===== src/rtl/and_reduce_ctrl_pkg.sv =====
// Shared constants for the AND-reduction sequencer: state encoding and default widths.
package and_reduce_ctrl_pkg;

   localparam int unsigned DEF_W  = 8;
   localparam int unsigned DEF_CW = 4;

   localparam int unsigned STATE_W = 2;

   localparam logic [STATE_W-1:0] ST_IDLE = 2'd0;
   localparam logic [STATE_W-1:0] ST_ACC  = 2'd1;
   localparam logic [STATE_W-1:0] ST_DONE = 2'd2;

endpackage : and_reduce_ctrl_pkg


===== src/rtl/and_reduce_ctrl_and_unit.sv =====
// Shared bitwise-AND step, reused every cycle by the reduction sequencer.
module and_unit #(
   parameter int unsigned W = 8
) (
   input  logic [W-1:0] a,
   input  logic [W-1:0] b,
   output logic [W-1:0] y
);

   assign y = a & b;

endmodule : and_unit


===== src/rtl/and_reduce_ctrl.sv =====
// Reduces n_ops operand words from a valid/ready stream to their bitwise AND,
// presenting the result on y with a one-cycle done_tick.
module and_reduce_ctrl
   import and_reduce_ctrl_pkg::*;
#(
   parameter int unsigned W  = DEF_W,
   parameter int unsigned CW = DEF_CW
) (
   input  logic          clk,
   input  logic          reset_n,
   input  logic          start,
   input  logic [CW-1:0] n_ops,
   input  logic [W-1:0]  din,
   input  logic          din_valid,
   output logic          din_ready,
   output logic          busy,
   output logic          done_tick,
   output logic [W-1:0]  y
);

   logic [STATE_W-1:0] state_q, state_d;
   logic [W-1:0]       acc_q, acc_d;
   logic [CW-1:0]      cnt_q, cnt_d;
   logic [W-1:0]       y_q, y_d;
   logic               done_tick_q, done_tick_d;
   logic               busy_q, busy_d;

   logic [W-1:0]       and_out;
   logic               xfer;

   // Single AND step shared between the accumulator and the result register.
   and_unit #(.W(W)) u_and_unit (
      .a (acc_q),
      .b (din),
      .y (and_out)
   );

   assign din_ready = (state_q == ST_ACC);
   assign xfer      = din_ready && din_valid;

   always_comb begin
      state_d     = state_q;
      acc_d       = acc_q;
      cnt_d       = cnt_q;
      y_d         = y_q;

      case (state_q)
         ST_IDLE: begin
            if (start) begin
               acc_d = '1;
               cnt_d = n_ops;
               if (n_ops == CW'(0)) begin
                  y_d     = '1;
                  state_d = ST_DONE;
               end else begin
                  state_d = ST_ACC;
               end
            end
         end
         ST_ACC: begin
            if (xfer) begin
               acc_d = and_out;
               cnt_d = cnt_q - CW'(1);
               // Exit on the last word so cnt never wraps below zero.
               if (cnt_q == CW'(1)) begin
                  y_d     = and_out;
                  state_d = ST_DONE;
               end
            end
         end
         ST_DONE: begin
            state_d = ST_IDLE;
         end
         default: begin
            state_d = ST_IDLE;
         end
      endcase

      // Moore outputs registered from the next state so they align with state_q.
      done_tick_d = (state_d == ST_DONE);
      busy_d      = (state_d != ST_IDLE);
   end

   always_ff @(posedge clk or negedge reset_n) begin
      if (!reset_n) begin
         state_q     <= ST_IDLE;
         acc_q       <= '1;
         cnt_q       <= '0;
         y_q         <= '0;
         done_tick_q <= 1'b0;
         busy_q      <= 1'b0;
      end else begin
         state_q     <= state_d;
         acc_q       <= acc_d;
         cnt_q       <= cnt_d;
         y_q         <= y_d;
         done_tick_q <= done_tick_d;
         busy_q      <= busy_d;
      end
   end

   assign y         = y_q;
   assign done_tick = done_tick_q;
   assign busy      = busy_q;

endmodule : and_reduce_ctrl


===== config.mk =====
export PLATFORM = sky130hd
export DESIGN_NAME = and_reduce_ctrl
export DESIGN_NICKNAME = d
export VERILOG_FILES = /design/src/rtl/and_reduce_ctrl_pkg.sv /design/src/rtl/and_reduce_ctrl_and_unit.sv /design/src/rtl/and_reduce_ctrl.sv
export SDC_FILE = /design/constraint.sdc
export NUM_CORES = 1
export LEC_CHECK = 0
export ABC_AREA = 1
export CORE_MARGIN = 1
export CORE_UTILIZATION = 44
export DETAILED_ROUTE_END_ITERATION = 6
export GPL_ROUTABILITY_DRIVEN = 0
export GPL_TIMING_DRIVEN = 1
export PLACE_DENSITY_LB_ADDON = 0.3
export SLEW_MARGIN = 20
export SYNTH_ARGS = -nofsm -noshare
export SYNTH_HDL_FRONTEND = slang
export SYNTH_SLANG_ARGS = --single-unit

===== constraint.sdc =====
create_clock -name clk -period 1.2 [get_ports clk]
set_input_delay 0.24 -clock clk [delete_from_list [all_inputs] [get_ports clk]]
set_output_delay 0.24 -clock clk [all_outputs]
set_load 0.1 [all_outputs]

Yosys cells after proc, flatten, opt, wreduce, memory -nomap -nowiden --
Cells that the tools add are included. Widths: inputs -> output; s select.
Storage, ports and cells: register bits after elaboration 24, input bits 16, output and inout bits 11, word-level logic and storage cells 38
Operators by class: add/subtract/negate cells 1, eq/ne operators 7, mux-type cells 16, bitwise logic cells 1, reductions and logical operators 7
Operators with widths (number):
- $mux 8 | 6
- $pmux 8 s2 | 2
- $and 8x8->8 | 1
- $mux 2 | 4
- $mux 4 | 2
- $pmux 4 s2 | 1
- $reduce_and 5->1 | 1
- $eq 4x1->1 const B | 1
- $logic_not 4->1 | 1
- $ne 2x1->1 const B | 2
- $ne 2x2->1 const B | 2
- $pmux 2 s2 | 1
- $reduce_bool 2->1 | 2
- $sub 4x1->4 const B | 1
- $reduce_and 3->1 | 1
- $eq 2x1->1 const B | 1
- $eq 2x2->1 const B | 1
- $logic_not 2->1 | 1
- $logic_and 1x1->1 | 1

Longest topological paths before layout --
depth after elaboration 5, depth in mapped cells 7, mapped depth without buffers 7

Hierarchy --
From an unflattened synthesis, not the netlist that was laid out.
Unflattened totals: cell total of the unflattened synthesis 160, area total of the unflattened synthesis 1256.2 sq um
Modules (own cells, without submodules):
- and_reduce_ctrl | instances 1, cells each 144, area each 1196.1 sq um, sequential area each 610.6 sq um
- and_unit | instances 1, cells each 16, area each 60.1 sq um, sequential area each 0.0 sq um

Worst setup path before layout --
Ideal clock, no wire load.
kind reg2reg, from register state_q[1], to register y_q[0], in the netlist y[0], arrival time 1.128 ns, required time 1.079 ns, setup slack -0.048 ns, cell stages (with the launch flop) 6, buffers on the path 1, period minus slack after synthesis 1.248 ns, cells stage by stage dfrtp_1 -> nor2_4 -> buf_4 -> nand2_1 -> nand2_1 -> nand2_1
Between the ends: longest elaborated chain between the ends 4
RTL lines:
- start, declared | line and_reduce_ctrl.sv:21 | logic [STATE_W-1:0] state_q, state_d;
- start signal, assigned | line and_reduce_ctrl.sv:93 | state_q <= state_d;
- $eq 2x1->1 (*) | line and_reduce_ctrl.sv:38 | assign din_ready = (state_q == ST_ACC);
- net din_ready | line and_reduce_ctrl.sv:15 | output logic din_ready,
- $logic_and 1x1->1 | line and_reduce_ctrl.sv:39 | assign xfer = din_ready && din_valid;
- $ne 2x1->1 (no line)
- $reduce_and 5->1 (no line)
- end signal, assigned | line and_reduce_ctrl.sv:96 | y_q <= y_d;
- end, declared | line and_reduce_ctrl.sv:24 | logic [W-1:0] y_q, y_d;
Mark *: on every way through the listed nets, which the timed path passes. The rest lies on a longest branch. A chain may end at the register's enable or synchronous reset.

Worst setup path after layout --
from register state_q[0], to output port din_ready
Between the ends: longest elaborated chain between the ends 1
RTL lines (line):
- $eq 2x1->1 | and_reduce_ctrl.sv:38
- end, declared | and_reduce_ctrl.sv:15
No other way between the ends.

==> flow_metrics.env <==
export IMPL_place_ws_ns=-0.227
export IMPL_power_density_nw_per_um2=3180
export IMPL_wl_um=2940
export IMPL_final_area_um2=1830
export IMPL_critical_path_required_ns=0.96
export IMPL_p_leak_nw=0.950
export IMPL_initial_core_util=0.470
export IMPL_min_period_over_period=1.13
export IMPL_drc=0
export IMPL_slowest_stage="dfrtp_1"
export IMPL_portBuffers=26
export IMPL_ys_types=19
export IMPL_cts_buffers=3
export IMPL_peakVddDrop_mv=2.31
export IMPL_antenna_found_initial=0
export IMPL_num_vias=1106
export IMPL_multi_input_area_um2=536
export IMPL_min_path_type="in2async"
export IMPL_critPathLaunchType="flop"
export IMPL_synth_simple_area_share=0.367
export IMPL_clock_latency_ns=0.32
export IMPL_synth_top_family_by_area="simple AND/OR/NAND/NOR gates"
export IMPL_endpoint_kind="output port"
export IMPL_cp_data_arrival_time_ns=1.12
export IMPL_io_pins=27
export IMPL_slew_viol_final=0
export IMPL_critPathKind="reg2out"
export IMPL_post_dp_cell_area_um2=1640
export IMPL_grt_ovfl_total=0
export IMPL_antenna_cells=0
export IMPL_critPathTopFamily="flip-flops"
export IMPL_p_total_mw=5.82
export IMPL_synth_xor_area_share=0.00745
export IMPL_failed_checks="negative setup slack"
export IMPL_r2r_end="y[1]"
export IMPL_fin_nets=212
export IMPL_grt_first_pass_wirelength_um=4480
export IMPL_fin_ws_ns=-0.156
export IMPL_syn_inst=149
export IMPL_worstPathCellList="inv_2 > nor2_4 > buf_12"
export IMPL_syn_nets=167
export IMPL_drive_above_1_share=0.301
export IMPL_finalSetupViolations=22
export IMPL_max_slew_margin=0.848
export IMPL_vias_per_cell=4.96
export IMPL_syn_to_final_growth_pct=55.7
export IMPL_syn_area_um2=1170
export IMPL_cts_root_buf="clkbuf_4"
export IMPL_grt_total_usage=0.224
export IMPL_rsz0062_at_grt="true"
export IMPL_cts_tree="yes"
export IMPL_slowest_delay_ns=0.39
export IMPL_synth_compound_area_frac=0.0170
export IMPL_r2r_slack_ns=-0.14
export IMPL_drv_cap=0
export IMPL_path_max_fanout=2
export IMPL_cp_num_buf_inv=2
export IMPL_synth_area_per_cell_um2=7.89
export IMPL_grt_max_degree=25
export IMPL_fillers=185
export IMPL_seq_area_frac_synth=0.520
export IMPL_ant_nets=0
export IMPL_ys_warn_count=0
export IMPL_holdWs_ns=0.246
export IMPL_die_x_um=53.7
export IMPL_dr_pass1_iters=4
export IMPL_dieArea_um2=2880
export IMPL_status="finished, violations left"
export IMPL_tightest_slew_ns=0.227
export IMPL_timing_fmax_mhz=738
export IMPL_clock_skew_ns=0.00145
export IMPL_synth_mux_area_frac=0
export IMPL_cts_sinks=24
export IMPL_die_h_um=53.7
export IMPL_min_period_ns=1.36
export IMPL_htreeDepth=1
export IMPL_post_drt_wl_per_cell_um=13.2
export IMPL_regArea_um2=612
export IMPL_hold_viol=0
export IMPL_ys_ff_latch=24
export IMPL_dp_hpwl_um=1910
export IMPL_drt_initial_drc_count=46
export IMPL_fp_row_count=18
export IMPL_core_um2=2500
export IMPL_clk_pin_slew_ns=0.14
export IMPL_grt_pass1_vias=1021
export IMPL_ff2ff_path_depth=8
export IMPL_clockBufferDepth=2
export IMPL_timing_rr_start="state_q[0]"
export IMPL_synthAdderAreaFrac=0.0213
==> worst max path at each step <==
stage,slack (ns),start,depth (start not counted),to
global placement,-0.20,n_ops[0],8,y[6]
CTS,-0.13,state_q[1],2,din_ready
finish,-0.16,state_q[0],3,din_ready
global route,-0.19,state_q[0],3,din_ready
detailed placement,-0.23,n_ops[0],8,y[0]
floorplan,0.003,y[0],2,y[0]
==> flip-flops by register name (all words and copies together), names as in the netlist <==
name / count
done_tick: 1
cnt_q: 4
state_q: 2
y: 8
acc_q: 8
busy: 1
==> power breakdown <==
group / switching, mW / internal [mW]
Clock: 0.258 / 0.338
Sequential: 0.276 / 1.27
Combinational: 2.27 / 1.41
Total: 2.80 / 3.01
==> metrics by stage <==
stage                util  instances  setup TNS (ns)
finish              0.732        223           -1.23
global route        0.732        223           -2.42
CTS                 0.718        221          -0.541
floorplan               -        149               0
global placement    0.655        211           -3.96
detailed placement  0.655        211           -4.50
==> cell usage after synthesis <==
library cell	number	area, um^2
nor2_4	1	11.3
o21ai_0	3	15.0
nor2_1	4	15.0
xnor2_1	1	8.76
inv_2	2	7.51
dfstp_2	8	210
nand3_1	14	70.1
nand2_1	76	285
nand4_2	1	12.5
o21ai_1	1	5.00
dfrtp_1	16	400
nand4_1	1	6.26
or2_2	1	6.26
buf_6	1	11.3
inv_1	10	37.5
nand2_2	3	18.8
ha_1	2	25.0
buf_4	3	22.5
nor2_2	1	6.26
==> cell usage in the layout (no fill, tap or decap), types with 2 or more instances in the layout <==
cell type         n
buf_12           12
buf_4            10
buf_6             7
clkbuf_4          3
clkdlybuf4s50_1  15
dfrtp_1          15
dfstp_2           8
inv_1             9
inv_2             2
nand2_1          75
nand2_4           3
nand3_1          12
nand3_2           2
nor2_1            3
nor2_4            2
o21ai_1           2
==> kinds of logic (layout without fill, tap and decap cells) <==
logic type	Yosys count	in the layout
flip-flops	24	24
AO/OA/AOI/OAI	4	4
adder cells (fa/ha/maj)	2	2
XOR/XNOR	1	1
AND/OR/NAND/NOR	102	102
buffers and inverters	16	60
==> area by class of cell <==
cell class,instances,share of cell area
flip-flops and latches,24,0.334
repair buffers,44,0.298
multi-input cells,109,0.293
inverters,12,0.0260
well taps,30,0.0205
clock inverters,1,0.0164
clock buffers,3,0.0123
==> worst register-to-register path, cell delays in order, from the launching register on <==
cell and delay (ns):
dfrtp_1 0.42, buf_4 0.16, nor2_4 0.11, nand2_2 0.09, inv_2 0.09, nand2_4 0.07
buf_6 0.14, nand3_1 0.10, nand2_1 0.07
==> metal layers <==
layer  vias to the layer above  track usage  share of wire
li1                        550            -              -
met4                         0        0.154          0.027
met1                       501        0.275           0.43
met5                         -            0              0
met2                        47        0.352           0.50
met3                         8       0.0424          0.046
==> timing repair <==
action	4_1_cts	5_1_grt
gates resized for setup	16	7
endpoints found under the setup margin	14	31
setup buffers	6	2
hold buffers	0	0
pin swaps	3	0
Note: power is estimated with default switching activity, not from simulation.
